## config.mk

```make
export PLATFORM = sky130hd
export DESIGN_NAME = gray_gen
export DESIGN_NICKNAME = d
export VERILOG_FILES = /design/src/rtl/gray_gen.sv
export SDC_FILE = /design/constraint.sdc
export NUM_CORES = 1
export LEC_CHECK = 0
export ABC_AREA = 1
export CAP_MARGIN = 20
export CORE_MARGIN = 2
export CORE_UTILIZATION = 54
export DETAILED_ROUTE_END_ITERATION = 8
export DONT_BUFFER_PORTS = 1
export MAX_ROUTING_LAYER = met4
export PLACE_DENSITY = 0.71
export SYNTH_ARGS = -nofsm -noshare
export SYNTH_HDL_FRONTEND = slang
export SYNTH_SLANG_ARGS = --single-unit
```

## constraint.sdc

```tcl
create_clock -name clk -period 2.6 [get_ports clk]
set_input_delay 0.78 -clock clk [delete_from_list [all_inputs] [get_ports clk]]
set_output_delay 0.78 -clock clk [all_outputs]
set_load 0.02 [all_outputs]
```

## src/rtl/gray_gen.sv

```systemverilog
// gray_gen: converts one raster frame of 24-bit RGB pixels to 8-bit luma writes for the gray frame buffer.
// Ports: clk; rst (async, active-low); gray_en (frame enable level); rgb_valid/rgb_ready/rgb_data
// ({R,G,B} input stream); wr_en/wr_addr/wr_data (gray buffer write port); gen_done (frame complete level).
// Optional GRAY_ROUND_EN adds a +128 bias before the >>8 so luma rounds to nearest instead of truncating.
module gray_gen #(
  parameter int IMG_W  = 320,
  parameter int IMG_H  = 240,
  parameter int ADDR_W = 17
) (
  input  logic              clk,
  input  logic              rst,
  input  logic              gray_en,
  input  logic              rgb_valid,
  output logic              rgb_ready,
  input  logic [23:0]       rgb_data,
  output logic              wr_en,
  output logic [ADDR_W-1:0] wr_addr,
  output logic [7:0]        wr_data,
  output logic              gen_done
);
  typedef enum logic [1:0] {IDLE, RUN, FLUSH, DONE} state_t;
  localparam logic [ADDR_W-1:0] LAST = ADDR_W'(IMG_W * IMG_H - 1);
`ifdef GRAY_ROUND_EN
  localparam logic [15:0] BIAS = 16'd128;
`else
  localparam logic [15:0] BIAS = 16'd0;
`endif
  state_t state_q, state_d;
  logic [ADDR_W-1:0] cnt_q, cnt_d, a1_q, a1_d, wr_addr_q, wr_addr_d;
  logic [15:0] pr_q, pr_d, pg_q, pg_d, pb_q, pb_d;
  logic [7:0] wr_data_q, wr_data_d;
  logic v1_q, v1_d, wr_en_q, wr_en_d, acc, abort;
  assign rgb_ready = state_q == RUN;
  assign gen_done  = state_q == DONE;
  assign wr_en     = wr_en_q;
  assign wr_addr   = wr_addr_q;
  assign wr_data   = wr_data_q;
  always_comb begin
    acc   = rgb_ready && rgb_valid;
    abort = !gray_en && (state_q == RUN || state_q == FLUSH);
    state_d = state_q;
    cnt_d   = cnt_q;
    case (state_q)
      IDLE:  if (gray_en) begin
               state_d = RUN;
               cnt_d   = '0;
             end
      RUN:   if (acc) begin
               cnt_d   = cnt_q == LAST ? cnt_q : cnt_q + 1'b1;
               state_d = cnt_q == LAST ? FLUSH : RUN;
             end
      // stage 2 drains on this edge once stage 1 is empty, so gen_done follows the final write
      FLUSH: if (!v1_q) state_d = DONE;
      DONE:  if (!gray_en) state_d = IDLE;
      default: state_d = IDLE;
    endcase
    if (abort) begin
      state_d = IDLE;
      cnt_d   = '0;
    end
    v1_d = acc && !abort;
    a1_d = acc ? cnt_q : a1_q;
    pr_d = acc ? 16'(rgb_data[23:16]) * 16'd77  : pr_q;
    pg_d = acc ? 16'(rgb_data[15:8])  * 16'd150 : pg_q;
    pb_d = acc ? 16'(rgb_data[7:0])   * 16'd29  : pb_q;
    wr_en_d   = v1_q && !abort;
    wr_addr_d = v1_q ? a1_q : wr_addr_q;
    wr_data_d = v1_q ? 8'((pr_q + pg_q + pb_q + BIAS) >> 8) : wr_data_q;
  end
  always_ff @(posedge clk or negedge rst) begin
    if (!rst) begin
      state_q   <= IDLE;
      cnt_q     <= '0;
      a1_q      <= '0;
      v1_q      <= 1'b0;
      pr_q      <= '0;
      pg_q      <= '0;
      pb_q      <= '0;
      wr_en_q   <= 1'b0;
      wr_addr_q <= '0;
      wr_data_q <= '0;
    end else begin
      state_q   <= state_d;
      cnt_q     <= cnt_d;
      a1_q      <= a1_d;
      v1_q      <= v1_d;
      pr_q      <= pr_d;
      pg_q      <= pg_d;
      pb_q      <= pb_d;
      wr_en_q   <= wr_en_d;
      wr_addr_q <= wr_addr_d;
      wr_data_q <= wr_data_d;
    end
  end
endmodule

```

==> results of run 1 <==
## power by group
| group | internal (W) | total [W] | switching, W |
|---|---|---|---|
| sequential | 0.00210 | 0.00261 | 0.000513 |
| combinational | 0.00285 | 0.00709 | 0.00424 |
| clock | 0.000690 | 0.00140 | 0.000710 |
## what timing repair did
item                       in CTS  in global routing
gates resized for setup        39                 54
setup endpoints to repair      23                 24
pin swaps                      18                 26
buffers inserted                1                  2
## sequential cells by signal (all words and copies together) (netlist names)
name and count:
a1_q 17, cnt_q 17, wr_addr 17, pg_q 15
pr_q 15, pb_q 13, wr_data 8, state_q 2
v1_q 1, wr_en 1
## cell usage after synthesis (all sizes together)
| cell | count | area share |
|---|---|---|
| nand4 | 35 | 0.027 |
| dfrtp | 106 | 0.30 |
| clkinv | 2 | 0.0014 |
| xor2 | 4 | 0.0040 |
| a21o | 3 | 0.0026 |
| xnor2 | 9 | 0.0089 |
| buf | 14 | 0.011 |
| o22ai | 1 | 0.00071 |
| nand2 | 365 | 0.16 |
| nor2 | 68 | 0.030 |
| or2 | 1 | 0.00071 |
| a21oi | 37 | 0.021 |
| ha | 119 | 0.17 |
| nor3 | 5 | 0.0028 |
| and2 | 4 | 0.0028 |
| nand3 | 69 | 0.041 |
| clkbuf | 11 | 0.0047 |
| o211ai | 1 | 0.00085 |
| o21ai | 68 | 0.045 |
| a31oi | 2 | 0.0014 |
| o21bai | 5 | 0.0043 |
| fa | 38 | 0.086 |
| inv | 174 | 0.074 |
| nand3b | 2 | 0.0017 |
| and3 | 1 | 0.00071 |
## final cells by class
cell class                 count  area share
multi-input combinational    837       0.585
sequential                   106       0.249
inverter                     176      0.0628
timing repair buffer          64      0.0486
tap                          216      0.0254
clock buffer                   9      0.0211
clock inverter                 7     0.00775
## cell usage in the layout (no fill, tap or decap), types with 4 or more instances in the layout
| cell type | synthesis | routed |
|---|---|---|
| and2_1 | 4 | 4 |
| a21oi_1 | 37 | 19 |
| inv_2 | 1 | 21 |
| a21oi_4 | 0 | 7 |
| nand2_4 | 1 | 14 |
| nor2_1 | 65 | 53 |
| o21ai_0 | 52 | 34 |
| nor3_1 | 5 | 4 |
| buf_4 | 1 | 54 |
| xnor2_1 | 9 | 6 |
| o21ai_1 | 0 | 13 |
| nor2_4 | 1 | 7 |
| fa_1 | 38 | 38 |
| o21bai_1 | 5 | 5 |
| buf_6 | 1 | 10 |
| clkbuf_16 | 0 | 9 |
| inv_1 | 173 | 152 |
| ha_4 | 0 | 32 |
| dfrtp_1 | 106 | 106 |
| nand3_4 | 1 | 4 |
| nand3_1 | 67 | 53 |
| nand4_1 | 34 | 34 |
| nand2_2 | 6 | 21 |
| o21ai_2 | 16 | 21 |
| nand2_1 | 358 | 330 |
| ha_1 | 119 | 87 |
| nand3_2 | 1 | 12 |
| a21oi_2 | 0 | 11 |
| xor2_1 | 4 | 4 |
| nor2_2 | 2 | 8 |
## kinds of logic after synthesis
kind of cell / synth area share
simple gates: 0.264
xor+xnor: 0.0129
buf+inv: 0.0911
fa+ha+maj: 0.255
compound gates: 0.0761
flops: 0.300
## layer usage
| metal | wire length, um | share of wire | vias to the layer above |
|---|---|---|---|
| li1 | - | - | 3745 |
| met5 | 0 | 0 | - |
| met1 | 9770 | 0.49 | 3414 |
| met3 | 594 | 0.030 | 12 |
| met4 | 145 | 0.0073 | 0 |
| met2 | 9270 | 0.47 | 113 |
## worst min-delay path by stage
stage	startpoint	to	slack, ps
detailed placement	a1_q[15]	wr_addr[15]	460
finish	rst	pg_q[14]	120
CTS	rst	pb_q[2]	110
global placement	a1_q[10]	wr_addr[10]	460
global route	rst	pg_q[1]	100
floorplan	a1_q[2]	a1_q[2]	450
## worst reg2reg max path: stages, from the launching register on
cell     delay (ps)
dfrtp_1         430
inv_1           120
ha_1            320
inv_1            70
nor2_2          260
nor2_2          140
nand2_1          80
nand2_1          50
inv_1           100
nand3_4         400
nand2_1         220
o21ai_2          70
## through the flow
stage               power, W  hold slack [ps]  setup TNS (ps)  instances
floorplan            0.00754              449          -10970       1144
global placement     0.00902              459          -14510       1397
detailed placement   0.00913              458          -14890       1397
CTS                   0.0108              106           -5360       1414
global route          0.0122             99.5           -7820       1415
finish                0.0111              116           -5890       1415
==> flow_metrics.env, run 1 <==
export IMPL_status="complete, but fails checks"
export IMPL_violations="setup timing"
export IMPL_multi_input_area_um2=6240
export IMPL_cts_buffers=9
export IMPL_maxSlewHeadroom=0.522
export IMPL_slowest_stage="fa_1"
export IMPL_p_per_area_nw_per_um2=1040
export IMPL_cts_hold_buf=0
export IMPL_io_buffer_count=0
export IMPL_path_delay_family="adder cells"
export IMPL_hp_class="in -> async"
export IMPL_worstPathArrival_ps=3180
export IMPL_antenna_found_initial=0
export IMPL_clk_latency_ps=350
export IMPL_path_clk_slew_ps=90
export IMPL_met3_usage=0.0281
export IMPL_worst_pin_slew_ps=712
export IMPL_r2r_cells=11
export IMPL_vias=7284
export IMPL_post_route_min_period_ps=2950
export IMPL_syn_inst=1144
export IMPL_crit_start="rgb_data[20]"
export IMPL_die_w_um=132
export IMPL_pre_cts_ws_ps=-685
export IMPL_final_hold_viol_count=0
export IMPL_drc=0
export IMPL_path_cells="ha_4, ha_4, inv_2, fa_1, fa_1, inv_2, ha_4, a21oi_4, nor2_1, nor2_1, nand2_2, xnor2_1, o21ai_1"
export IMPL_drt_first_pass_iters=7
export IMPL_grt_pass1_wl_mm=33.5
export IMPL_crit_top_cell="ha_4"
export IMPL_r2r_end="cnt_q[10]"
export IMPL_htree_num_levels=3
export IMPL_fmax_mhz=338
export IMPL_drive_gt1_frac=0.206
export IMPL_routed_via_density=5.15
export IMPL_fin_skew_ps=13.6
export IMPL_grt_busiest_layer="met2"
export IMPL_wl_per_cell_um=14.0
export IMPL_area_delta_synth_final_pct=20.7
export IMPL_drt_initial_drc_count=386
export IMPL_cpPeakStageDelay_ps=520
export IMPL_grt_usage=0.239
export IMPL_critPathRequiredTime_ps=2820
export IMPL_syn_avg_cell_area_um2=7.72
export IMPL_critPathLaunchType="primary input"
export IMPL_rsz0062_at_grt="true"
export IMPL_setup_violations=23
export IMPL_cts_sinks=106
export IMPL_yosysWarnings=0
export IMPL_syn_nets=1329
export IMPL_seq_area_um2=2650
export IMPL_yosysUniqueCellTypes=40
export IMPL_grt_pass1_vias=7145
export IMPL_critPathKind="in -> reg"
export IMPL_cts_root_buf="clkbuf_16"
export IMPL_ys_seq_area_frac=0.300
export IMPL_setup_ws_ps=-354
export IMPL_final_nets=1379
export IMPL_dp_hpwl_mm=15.3
export IMPL_path_max_fanout=5
export IMPL_max_clock_path_buffers=2
export IMPL_pin_count=56
export IMPL_fillers=1388
export IMPL_place_area_um2=9920
export IMPL_use_met1=0.324
export IMPL_leakagePower_nw=5.51
export IMPL_yosys_register_bits=106
export IMPL_rows=46
export IMPL_grt_overflow_total=0
export IMPL_ir_drop_uv=595
export IMPL_post_route_util=0.668
export IMPL_cp_depth=13
export IMPL_post_route_period_util=1.14
export IMPL_wl_mm=19.8
export IMPL_cts_tree="built"
export IMPL_floorplan_initialDensity=0.554
export IMPL_r2r_slack_ps=220
export IMPL_r2r_start="state_q[0]"
export IMPL_gp_congestion=0.952
export IMPL_core_um2=15900
export IMPL_n_antenna_cell=0
export IMPL_drv_cap=0
export IMPL_stdcell_area_um2=10700
export IMPL_use_met2=0.391
export IMPL_endpoint_kind="flop"
export IMPL_die_y_um=132
export IMPL_cp_endpoint="pr_q[10]"
export IMPL_path_buf_inv=2
export IMPL_die_area_um2=17400
export IMPL_antenna_left=0
export IMPL_synth_area_um2=8830
export IMPL_maxSlewViolCount=0
export IMPL_grt_max_degree=107
Note: power is estimated with default switching activity, not from simulation.
==> run 2, diff against run 1 <==
CAP_MARGIN = 25   (was 20)
==> results of run 2 <==
Same layout as run 1: the final DEF is identical, and so are final timing and power.
==> run 3, diff against run 2 <==
SETUP_SLACK_MARGIN = 0.15   (was not set)
==> run 3 against run 2 <==
Net effect: the flow still finishes with violations (setup timing); global-route usage grew 0.58 points; via count up 0.70%; combinational power up 0.7%; highest routed layer unchanged.
==> flow_metrics.env, run 3 (synthesized netlist as in run 1, its figures left out) <==
export IMPL_violations="setup timing"
export IMPL_cts_sinks=106
export IMPL_grt_pass1_wl_mm=34.1
export IMPL_dp_hpwl_mm=15.2
export IMPL_vias=7335
export IMPL_maxSlewHeadroom=0.485
export IMPL_finalSetupTns_ps=-6380
export IMPL_setup_ws_ps=-389
export IMPL_n_antenna_cell=0
export IMPL_htree_num_levels=3
export IMPL_path_max_fanout=4
export IMPL_path_clk_slew_ps=80
export IMPL_crit_start="rgb_data[12]"
export IMPL_final_nets=1375
export IMPL_io_buffer_count=0
export IMPL_r2r_start="pr_q[11]"
export IMPL_antenna_found_initial=0
export IMPL_floorplan_initialDensity=0.554
export IMPL_grt_pass1_vias=7273
export IMPL_routed_via_density=5.20
export IMPL_critPathRequiredTime_ps=2850
export IMPL_antenna_left=0
export IMPL_hp_class="in -> async"
export IMPL_hold_ws_ps=118
export IMPL_mostFrequentLayoutCells="329 x nand2_1, 153 x inv_1, 106 x dfrtp_1"
export IMPL_critPathLaunchType="primary input"
export IMPL_die_w_um=132
export IMPL_p_total_w=0.0112
export IMPL_critPathKind="in -> reg"
export IMPL_fin_skew_ps=10.7
export IMPL_mostFrequentLayoutCell="nand2_1"
export IMPL_setup_violations=23
export IMPL_die_y_um=132
export IMPL_core_um2=15900
export IMPL_power_share_sequential=0.233
export IMPL_cts_buffers=9
export IMPL_grt_max_degree=107
export IMPL_area_delta_synth_final_pct=20.7
export IMPL_final_hold_viol_count=0
export IMPL_drt_initial_drc_count=394
export IMPL_die_area_um2=17400
export IMPL_maxSlewViolCount=0
export IMPL_pwr_share_comb=0.638
export IMPL_worst_pin_slew_ps=768
export IMPL_wl_per_cell_um=14.3
export IMPL_clk_latency_ps=360
export IMPL_status="complete, but fails checks"
export IMPL_worstPathArrival_ps=3240
export IMPL_post_route_util=0.668
export IMPL_drive_gt1_frac=0.207
export IMPL_p_int_w=0.00577
export IMPL_switchingPower_w=0.00542
export IMPL_grt_usage=0.245
export IMPL_leakagePower_nw=5.50
export IMPL_gp_congestion=0.934
export IMPL_cts_tree="built"
export IMPL_endpoint_kind="flop"
export IMPL_post_route_min_period_ps=2990
export IMPL_pin_count=56
export IMPL_rsz0062_at_grt="true"
export IMPL_fmax_mhz=335
export IMPL_wl_mm=20.2
export IMPL_p_per_area_nw_per_um2=1050
export IMPL_drc=0
export IMPL_post_route_period_util=1.15
export IMPL_rows=46
export IMPL_drv_cap=0
export IMPL_max_clock_path_buffers=2
export IMPL_swShare=0.484
export IMPL_grt_overflow_total=0
export IMPL_drt_first_pass_iters=5
export IMPL_clkPwrFrac=0.129
export IMPL_ir_drop_uv=562
export IMPL_cts_root_buf="clkbuf_16"
run 3: changes by cell type in the layout (fill, tap and decap cells not counted), moves of 3 or more:
| cell | previous run | this run |
|---|---|---|
| a21oi_2 | 11 | 15 |
| a21oi_4 | 7 | 4 |
| buf_4 | 54 | 47 |
| ha_1 | 87 | 83 |
| ha_4 | 32 | 35 |
| nand2_2 | 21 | 26 |
| nand2_4 | 14 | 10 |
| nor2_4 | 7 | 4 |
| o21ai_1 | 13 | 16 |
run 3: repair_timing:
item,in CTS,in global routing
hold buffers,0,0
endpoints found under the setup margin,25,45
cloned,0,1
resized for setup,40,45
buffers inserted,3,1
pin swaps,13,27
run 3: cell type report:
type | instances | area [um^2]
Clock buffer | 10 | 229
Clock inverter | 6 | 86.3
Fill cell | 1382 | 5290
Inverter | 176 | 669
Multi-Input combinational cell | 838 | 6250
Sequential cell | 106 | 2650
Tap cell | 216 | 270
Timing Repair Buffer | 59 | 488
run 3: worst max-delay path, stage by stage:
cell,delay [ps]
ha_4,220
ha_4,250
inv_2,30
fa_1,460
fa_1,510
inv_2,50
ha_4,320
nand2_4,90
nor2_4,130
nand3_2,110
nand3_2,100
nand2_2,60
nand3_2,70
nand2_1,50
run 3: through the flow:
stage	area [um^2]	worst slack, ps	instances
5_1_grt	10700	-479	1411
2_1_floorplan	9350	-568	1144
4_1_cts	10400	-310	1409
3_5_place_dp	9900	-696	1390
3_3_place_gp	9900	-683	1390
6_report	10700	-389	1411
run 3: power by group through the flow:
stage | clock network (W) | logic, W | registers (W)
2_1_floorplan | 0 | 0.00508 | 0.00248
3_5_place_dp | 0 | 0.00644 | 0.00264
6_report | 0.00144 | 0.00714 | 0.00261
4_1_cts | 0.00147 | 0.00672 | 0.00261
3_3_place_gp | 0 | 0.00632 | 0.00263
5_1_grt | 0.00153 | 0.00817 | 0.00267
run 3: path summary, 6_finish.rpt:
kind                       slack (ps)           to  cells after the start
max                              -390     pg_q[12]                     14
min in group clk                  470  wr_addr[13]                      2
max in group asynchronous        2280   wr_addr[9]                      0
min reg2reg                       470  wr_addr[13]                      2
max reg2reg                       330   wr_data[7]                     10
min                               120      pr_q[1]                      0
run 3: layer usage:
metal	up-vias	part of all wire	global-route usage
met5	-	0	-
met4	0	0.012	0.0459
met3	20	0.043	0.0396
met2	130	0.47	0.387
met1	3439	0.48	0.337
li1	3746	-	-
